[config.mk]
export PLATFORM = sky130hd
export DESIGN_NAME = aibcr3aux_osc_div_mon
export DESIGN_NICKNAME = d
export VERILOG_FILES = /design/src/rtl/aibcr3aux_osc_div_mon.sv
export SDC_FILE = /design/constraint.sdc
export NUM_CORES = 1
export LEC_CHECK = 0
export BUFFER_PORTS_ARGS = -buffer_cell sky130_fd_sc_hd__buf_4
export CORE_MARGIN = 2
export CORE_UTILIZATION = 30
export CTS_CLUSTER_DIAMETER = 40
export DETAILED_ROUTE_END_ITERATION = 8
export PLACE_DENSITY_LB_ADDON = 0.15
export SLEW_MARGIN = 25
export SYNTH_ARGS = -nofsm -noshare
export SYNTH_HDL_FRONTEND = slang
export SYNTH_SLANG_ARGS = --single-unit
[constraint.sdc]
create_clock -name clkin -period 4.3 [get_ports clkin]
set_input_delay 0.86 -clock clkin [delete_from_list [all_inputs] [get_ports clkin]]
set_output_delay 0.86 -clock clkin [all_outputs]
set_load 0.01 [all_outputs]
[src/rtl/aibcr3aux_osc_div_mon.sv]
// Divided-oscillator frequency monitor: counts divclk rising edges over a window
// of clkin cycles and flags whether the count stays inside [lo_thr, hi_thr].
module aibcr3aux_osc_div_mon #(
    parameter int WIN_W  = 10,
    parameter int CNT_W  = 10,
    parameter int PASS_N = 2
) (
    input  logic             clkin,
    input  logic             irstb,
    input  logic             divclk,
    input  logic             mon_en,
    input  logic [WIN_W-1:0] win_len,
    input  logic [CNT_W-1:0] lo_thr,
    input  logic [CNT_W-1:0] hi_thr,
    output logic [CNT_W-1:0] edge_cnt,
    output logic             meas_done,
    output logic             osc_ok,
    output logic             osc_fail
);

    localparam int STRK_W = (PASS_N < 2) ? 1 : $clog2(PASS_N + 1);
    localparam logic [STRK_W-1:0] STRK_MAX = STRK_W'(PASS_N);

    typedef enum logic [1:0] {IDLE, SETTLE, MEASURE, EVAL} state_t;

    state_t            state;
    state_t            state_nxt;
    logic              sync1;
    logic              sync2;
    logic              hist;
    logic              edge_det;
    logic [1:0]        settle_cnt;
    logic [WIN_W-1:0]  meas_cnt;
    logic [WIN_W-1:0]  win_last;
    logic              meas_last;
    logic [CNT_W-1:0]  run_cnt;
    logic [STRK_W-1:0] streak;
    logic [STRK_W-1:0] streak_nxt;
    logic              pass;
    logic              eval_go;

    // divclk is only ever sampled as data; the third flop gives the edge history.
    always_ff @(posedge clkin or negedge irstb) begin
        if (!irstb) begin
            sync1 <= 1'b0;
            sync2 <= 1'b0;
            hist  <= 1'b0;
        end else begin
            sync1 <= divclk;
            sync2 <= sync1;
            hist  <= sync2;
        end
    end

    assign edge_det  = sync2 & ~hist;
    assign win_last  = (win_len == '0) ? '0 : win_len - WIN_W'(1);
    assign meas_last = (meas_cnt == win_last);
    assign pass      = (run_cnt >= lo_thr) && (run_cnt <= hi_thr);
    assign eval_go   = (state == EVAL) && mon_en;

    always_comb begin
        streak_nxt = '0;
        if (pass) begin
            streak_nxt = (streak == STRK_MAX) ? STRK_MAX : streak + STRK_W'(1);
        end
    end

    always_ff @(posedge clkin or negedge irstb) begin
        if (!irstb) begin
            state <= IDLE;
        end else begin
            state <= state_nxt;
        end
    end

    always_comb begin
        state_nxt = state;
        case (state)
            IDLE:    if (mon_en) state_nxt = SETTLE;
            SETTLE:  if (settle_cnt == 2'd2) state_nxt = MEASURE;
            MEASURE: if (meas_last) state_nxt = EVAL;
            EVAL:    state_nxt = MEASURE;
            default: state_nxt = IDLE;
        endcase
        if (!mon_en) begin
            state_nxt = IDLE;
        end
    end

    always_ff @(posedge clkin or negedge irstb) begin
        if (!irstb) begin
            settle_cnt <= '0;
            meas_cnt   <= '0;
        end else begin
            settle_cnt <= (state == SETTLE && mon_en) ? settle_cnt + 2'd1 : 2'd0;
            meas_cnt   <= (state == MEASURE && mon_en && !meas_last) ? meas_cnt + WIN_W'(1) : '0;
        end
    end

    // An edge seen during EVAL seeds the next window so no edge is lost.
    always_ff @(posedge clkin or negedge irstb) begin
        if (!irstb) begin
            run_cnt <= '0;
        end else if (!mon_en) begin
            run_cnt <= '0;
        end else begin
            case (state)
                MEASURE: if (edge_det && run_cnt != '1) run_cnt <= run_cnt + CNT_W'(1);
                EVAL:    run_cnt <= edge_det ? CNT_W'(1) : '0;
                default: run_cnt <= '0;
            endcase
        end
    end

    always_ff @(posedge clkin or negedge irstb) begin
        if (!irstb) begin
            edge_cnt  <= '0;
            meas_done <= 1'b0;
            osc_ok    <= 1'b0;
            osc_fail  <= 1'b0;
            streak    <= '0;
        end else begin
            meas_done <= eval_go;
            if (!mon_en) begin
                osc_ok   <= 1'b0;
                osc_fail <= 1'b0;
                streak   <= '0;
            end else if (eval_go) begin
                edge_cnt <= run_cnt;
                osc_fail <= ~pass;
                streak   <= streak_nxt;
                osc_ok   <= (streak_nxt == STRK_MAX);
            end
        end
    end

endmodule

Yosys cells after proc, flatten, opt, wreduce, memory -nomap -nowiden
Index checks and enable logic that the tools add are counted.
W data, S select, Z words.
{ "classes": {"n_addsub": 5, "magnitude_cmp": 2, "n_eq_ne": 12, "muxes": 19, "bitwise": 3, "reduce_logical": 11} }
{ "op_table": {"columns": ["cell", "n"], "rows": [
  ["$mux W10", 4],
  ["$add A10 B1 Y10 const B", 2],
  ["$pmux W10 S2", 1],
  ["$mux W2", 8],
  ["$eq A10 B10 Y1", 1],
  ["$eq A2 B2 Y1 const B", 5],
  ["$ge A10 B10 Y1", 1],
  ["$le A10 B10 Y1", 1],
  ["$logic_not A10 Y1", 1],
  ["$ne A10 B10 Y1 const B", 1],
  ["$sub A10 B1 Y10 const B", 1],
  ["$pmux W2 S4", 1],
  ["$logic_and A1 B1 Y1", 6],
  ["$ne A3 B3 Y1 const B", 2],
  ["$mux W1", 5],
  ["$add A2 B1 Y2 const B", 2],
  ["$reduce_and A2 Y1", 2],
  ["$ne A3 B2 Y1 const B", 1],
  ["$eq A2 B1 Y1 const B", 1],
  ["$logic_not A2 Y1", 1],
  ["$ne A2 B1 Y1 const B", 1],
  ["$not A1 Y1", 2],
  ["$and A1 B1 Y1", 1],
  ["$logic_not A1 Y1", 1]
]} }
{ "word_totals": {"ff_bits": 42, "input_bits": 34} }

Longest topological paths before layout
{ "logic_depth": {"word_depth": 6, "mapped_depth": 9, "ltp_nobuf": 9} }

Worst setup path after synthesis
Ideal clock, no wire load.
{ "synth_path": {"kind": "input port to flip-flop", "startpoint": "in win_len[0]", "endpoint": "reg meas_cnt[2]", "setup_time_ns": 0.137, "arrival_ns": 3.059, "required_time_ns": 4.163, "path_slack_ns": 1.104, "cell_stages": 9, "path_buffers": 0, "path_cell_list": "inv_1 ha_1 or4b_4 or4_1 a21boi_1 o21ai_0 a221o_1 nor3_4 nor3_1"} }
{ "synth_between": {"elab_chain_len": 6, "elab_cells_between_ends": 7} }
{ "synth_lines": {"columns": ["element", "line", "text"], "rows": [
  ["start: declaration", "12", "input logic [WIN_W-1:0] win_len,"],
  ["$sub A10 B1 Y10 or $logic_not A10 Y1 (tied branches)", "56", "assign win_last = (win_len == '0) ? '0 : win_len - WIN_W'(1);"],
  ["$mux W10 *", "56", null],
  ["$eq A10 B10 Y1 *", "57", "assign meas_last = (meas_cnt == win_last);"],
  ["$logic_not A1 Y1 *", "96", "meas_cnt <= (state == MEASURE && mon_en && !meas_last) ? meas_cnt + WIN_W'(1) : '0;"],
  ["$logic_and A1 B1 Y1 *", "96", null],
  ["$mux W10 *", "96", null],
  ["end signal: assignment", "96", null],
  ["end: declaration", "33", "logic [WIN_W-1:0] meas_cnt;"]
]} }
Every way passes the cells marked *; elsewhere a longest branch is shown, timed or not.
A chain may end at the register's enable or synchronous reset.

Worst setup path in the final report
{ "layout_path": {"startpoint": "in win_len[0]", "endpoint": "reg meas_cnt[3]"} }
Same word-level chain as after synthesis.

==> flow_metrics.env <==
export IMPL_outcome="completed"
export IMPL_synth_top_area_cell="dfrtp_1"
export IMPL_via_count=2149
export IMPL_ant_nets=0
export IMPL_peakVddDrop_mv=0.119
export IMPL_instances_no_fill=449
export IMPL_cts_resized_gates=0
export IMPL_final_max_slew_viol_count=0
export IMPL_final_common_cell="buf_4"
export IMPL_grt_pass1_vias=2067
export IMPL_gp_congestion=0.823
export IMPL_reg2reg_to="streak[1]$_DFFE_PN0P_"
export IMPL_rsz0062_at_grt="no"
export IMPL_place_inst=441
export IMPL_first_pass_iters=6
export IMPL_p_switching_mw=0.185
export IMPL_cts_tree="built"
export IMPL_final_nets=399
export IMPL_power_frac_seq_pct=53.2
export IMPL_via_per_inst=4.79
export IMPL_grt_pass1_wl_um=9920
export IMPL_dieArea_um2=9640
export IMPL_synth_edff_count=0
export IMPL_ys_seq_area_share_pct=39.5
export IMPL_synthCells=294
export IMPL_antenna_found_initial=0
export IMPL_synth_area_um2=2660
export IMPL_setup_viol=0
export IMPL_die_h_um=98.2
export IMPL_arrival_ns=3.45
export IMPL_tightest_slew_ns=0.864
export IMPL_h_tree_depth=2
export IMPL_start_util_pct=30.7
export IMPL_swShare_pct=24.6
export IMPL_synth_top_area_share_pct=39.5
export IMPL_grt_usage_pct=12.3
export IMPL_crit_buf_inv=2
export IMPL_cp_start_kind="primary input"
export IMPL_finalSetupTns_ns=0
export IMPL_fmax_ghz=0.302
export IMPL_hold_viol_final=0
export IMPL_p_comb_share_pct=11.2
export IMPL_diodes=0
export IMPL_synthToLayoutAreaGrowth_pct=20.4
export IMPL_clk_pin_slew_ns=0.08
export IMPL_grt_start_max_net_pins=43
export IMPL_end_kind="flop"
export IMPL_synth_distinct_cells=43
export IMPL_yosysWarnings=0
export IMPL_hp_start="sync1$_DFF_PN0_"
export IMPL_path_delay_family="simple AND/OR/NAND/NOR gates"
export IMPL_port_buffers=46
export IMPL_slowest_stage="or4b_4"
export IMPL_synthFlopType="dfrtp_1"
export IMPL_post_cts_buffers=0
export IMPL_reg2reg_slack_ns=2.00
export IMPL_rows=34
export IMPL_drcViolationCount=0
export IMPL_post_dp_cell_area_um2=3110
export IMPL_clockBufferDepth=2
export IMPL_synth_area_leaders="dfrtp_1, ha_1, nand2_1"
export IMPL_ctsHoldBuffers=0
export IMPL_ys_ff_latch=42
export IMPL_whs_path_depth=0
export IMPL_critical_path_max_stage_delay_ns=0.49
export IMPL_synthArstFlopShare_pct=100
export IMPL_worstSetupPathType="in2reg"
export IMPL_drive_gt1_share_pct=16.4
export IMPL_clk_latency_ns=0.29
export IMPL_r2r_start="run_cnt[0]$_DFFE_PN0P_"
export IMPL_leakagePower_nw=1.57
export IMPL_gr_total_overflow=0
export IMPL_hold_path_end="sync2$_DFF_PN0_"
export IMPL_finalCritPeriodShare_pct=77.1
export IMPL_die_x_um=98.2
export IMPL_p_int_mw=0.568
export IMPL_avgSynthCellArea_um2=9.05
export IMPL_synth_nets=353
export IMPL_worstRegToRegCells=9
export IMPL_numCtsBuffers=5
export IMPL_ctsRootBufferMaster="clkbuf_8"
export IMPL_final_cell_mix="buf_4, nand2_1, dfrtp_1"
export IMPL_wire_per_inst_um=13.0
export IMPL_crit_fanout=10
export IMPL_fin_area_um2=3200
export IMPL_critPathRequiredTime_ns=4.44
export IMPL_final_min_clock_period_ns=3.31
export IMPL_drt_total_wl_um=5850
export IMPL_slew_headroom_pct=42.2
export IMPL_core_um2=8680
export IMPL_pwr_share_clk_pct=35.6
export IMPL_dp_hpwl_um=4330
export IMPL_drtIter0Drc=85
export IMPL_fin_util_pct=36.9
export IMPL_crit_chain="buf_4, inv_1, ha_1, or4b_4, or4_1, a21boi_1, o21ai_0, a221o_1, nor3_4, nor3_1"
export IMPL_powerDensity_nw_per_um2=235
export IMPL_drv_cap=0
export IMPL_cts_sinks=42
export IMPL_io_pins=47
export IMPL_hold_path_class="reg2reg"
export IMPL_clock_skew_ns=0.00447
state kept, by name, summed over array words and instances, names as in the netlist, 2 cells and up:
register,cells
state,2
meas_cnt,10
streak,2
settle_cnt,2
edge_cnt,10
run_cnt,10
routing by layer:
| layer | GRT usage [%] | part of all wire (%) | vias to the layer above |
|---|---|---|---|
| met1 | 18.5 | 52 | 1010 |
| met5 | 0 | 0 | - |
| li1 | - | - | 1105 |
| met2 | 18.8 | 45 | 34 |
| met4 | 0.948 | 0 | 0 |
| met3 | 2.86 | 3.7 | 0 |
cell families after synthesis:
kind of cell,share of synthesized area (%)
XOR/XNOR,8.89
buffers and inverters,5.22
AND/OR/NAND/NOR,22.3
AO/OA/AOI/OAI,10.8
adder cells (fa/ha/maj),11.8
multiplexers,1.51
flip-flops,39.5
power groups by stage:
stage / Sequential [mW] / Clock, mW / Combinational (mW)
after floorplan: 0.408 / 0 / 0.0409
after global placement: 0.409 / 0 / 0.0845
after detailed placement: 0.409 / 0 / 0.0860
after CTS: 0.401 / 0.279 / 0.0864
after global routing: 0.401 / 0.295 / 0.0960
final: 0.401 / 0.268 / 0.0844
synth_stat cells, types with 2 or more instances:
cell and number:
a211oi_1 4, a21o_1 2, a21oi_1 13, a31oi_1 3, a32o_1 2, and3_1 3, and3b_1 2, and4_1 2
clkbuf_1 6, dfrtp_1 42, ha_1 25, inv_1 28, mux2i_1 4, nand2_1 42, nand2b_1 2, nand3_1 11
nand4_1 3, nor2_1 19, nor2b_1 5, nor3_1 14, nor3b_1 3, nor4_1 3, o21ai_0 7, o32a_1 2
or3_1 3, or4_1 2, xnor2_1 13, xor2_1 14
layout make-up:
type	count	area, um^2
well taps	108	135
clock buffers	6	82.6
multi-input cells	217	1470
fillers	928	5480
repair buffers	46	345
clock inverters	2	12.5
flip-flops and latches	42	1050
inverters	28	105
worst max-delay path by stage:
stage          startpoint  slack [ns]  cells past startpoint                    end
2_1_floorplan  win_len[0]        1.10                      9  meas_cnt[2]$_DFF_PN0_
3_3_place_gp   win_len[0]        0.75                     10  meas_cnt[3]$_DFF_PN0_
3_5_place_dp   win_len[0]        0.67                     10  meas_cnt[3]$_DFF_PN0_
4_1_cts        win_len[0]        0.98                     10  meas_cnt[3]$_DFF_PN0_
5_1_grt        win_len[0]        0.80                     10  meas_cnt[3]$_DFF_PN0_
6_report       win_len[0]        0.99                     10  meas_cnt[3]$_DFF_PN0_
stage by stage:
stage               worst slack (ns)  hold WS (ns)  power, mW
global placement               0.752         0.335      0.493
floorplan                       1.10         0.331      0.449
CTS                            0.978         0.362      0.766
finish                         0.987         0.360      0.754
global route                   0.797         0.375      0.792
detailed placement             0.668         0.344      0.495
worst reg2reg max path: stages, from the launching register on:
cell	delay [ns]
dfrtp_1	0.42
inv_1	0.16
ha_1	0.25
nand2b_1	0.14
a21oi_1	0.14
nor2b_1	0.06
o2111ai_1	0.19
a21oi_1	0.12
o32a_1	0.42
a32o_1	0.29
Note: power is estimated with default switching activity, not from simulation.
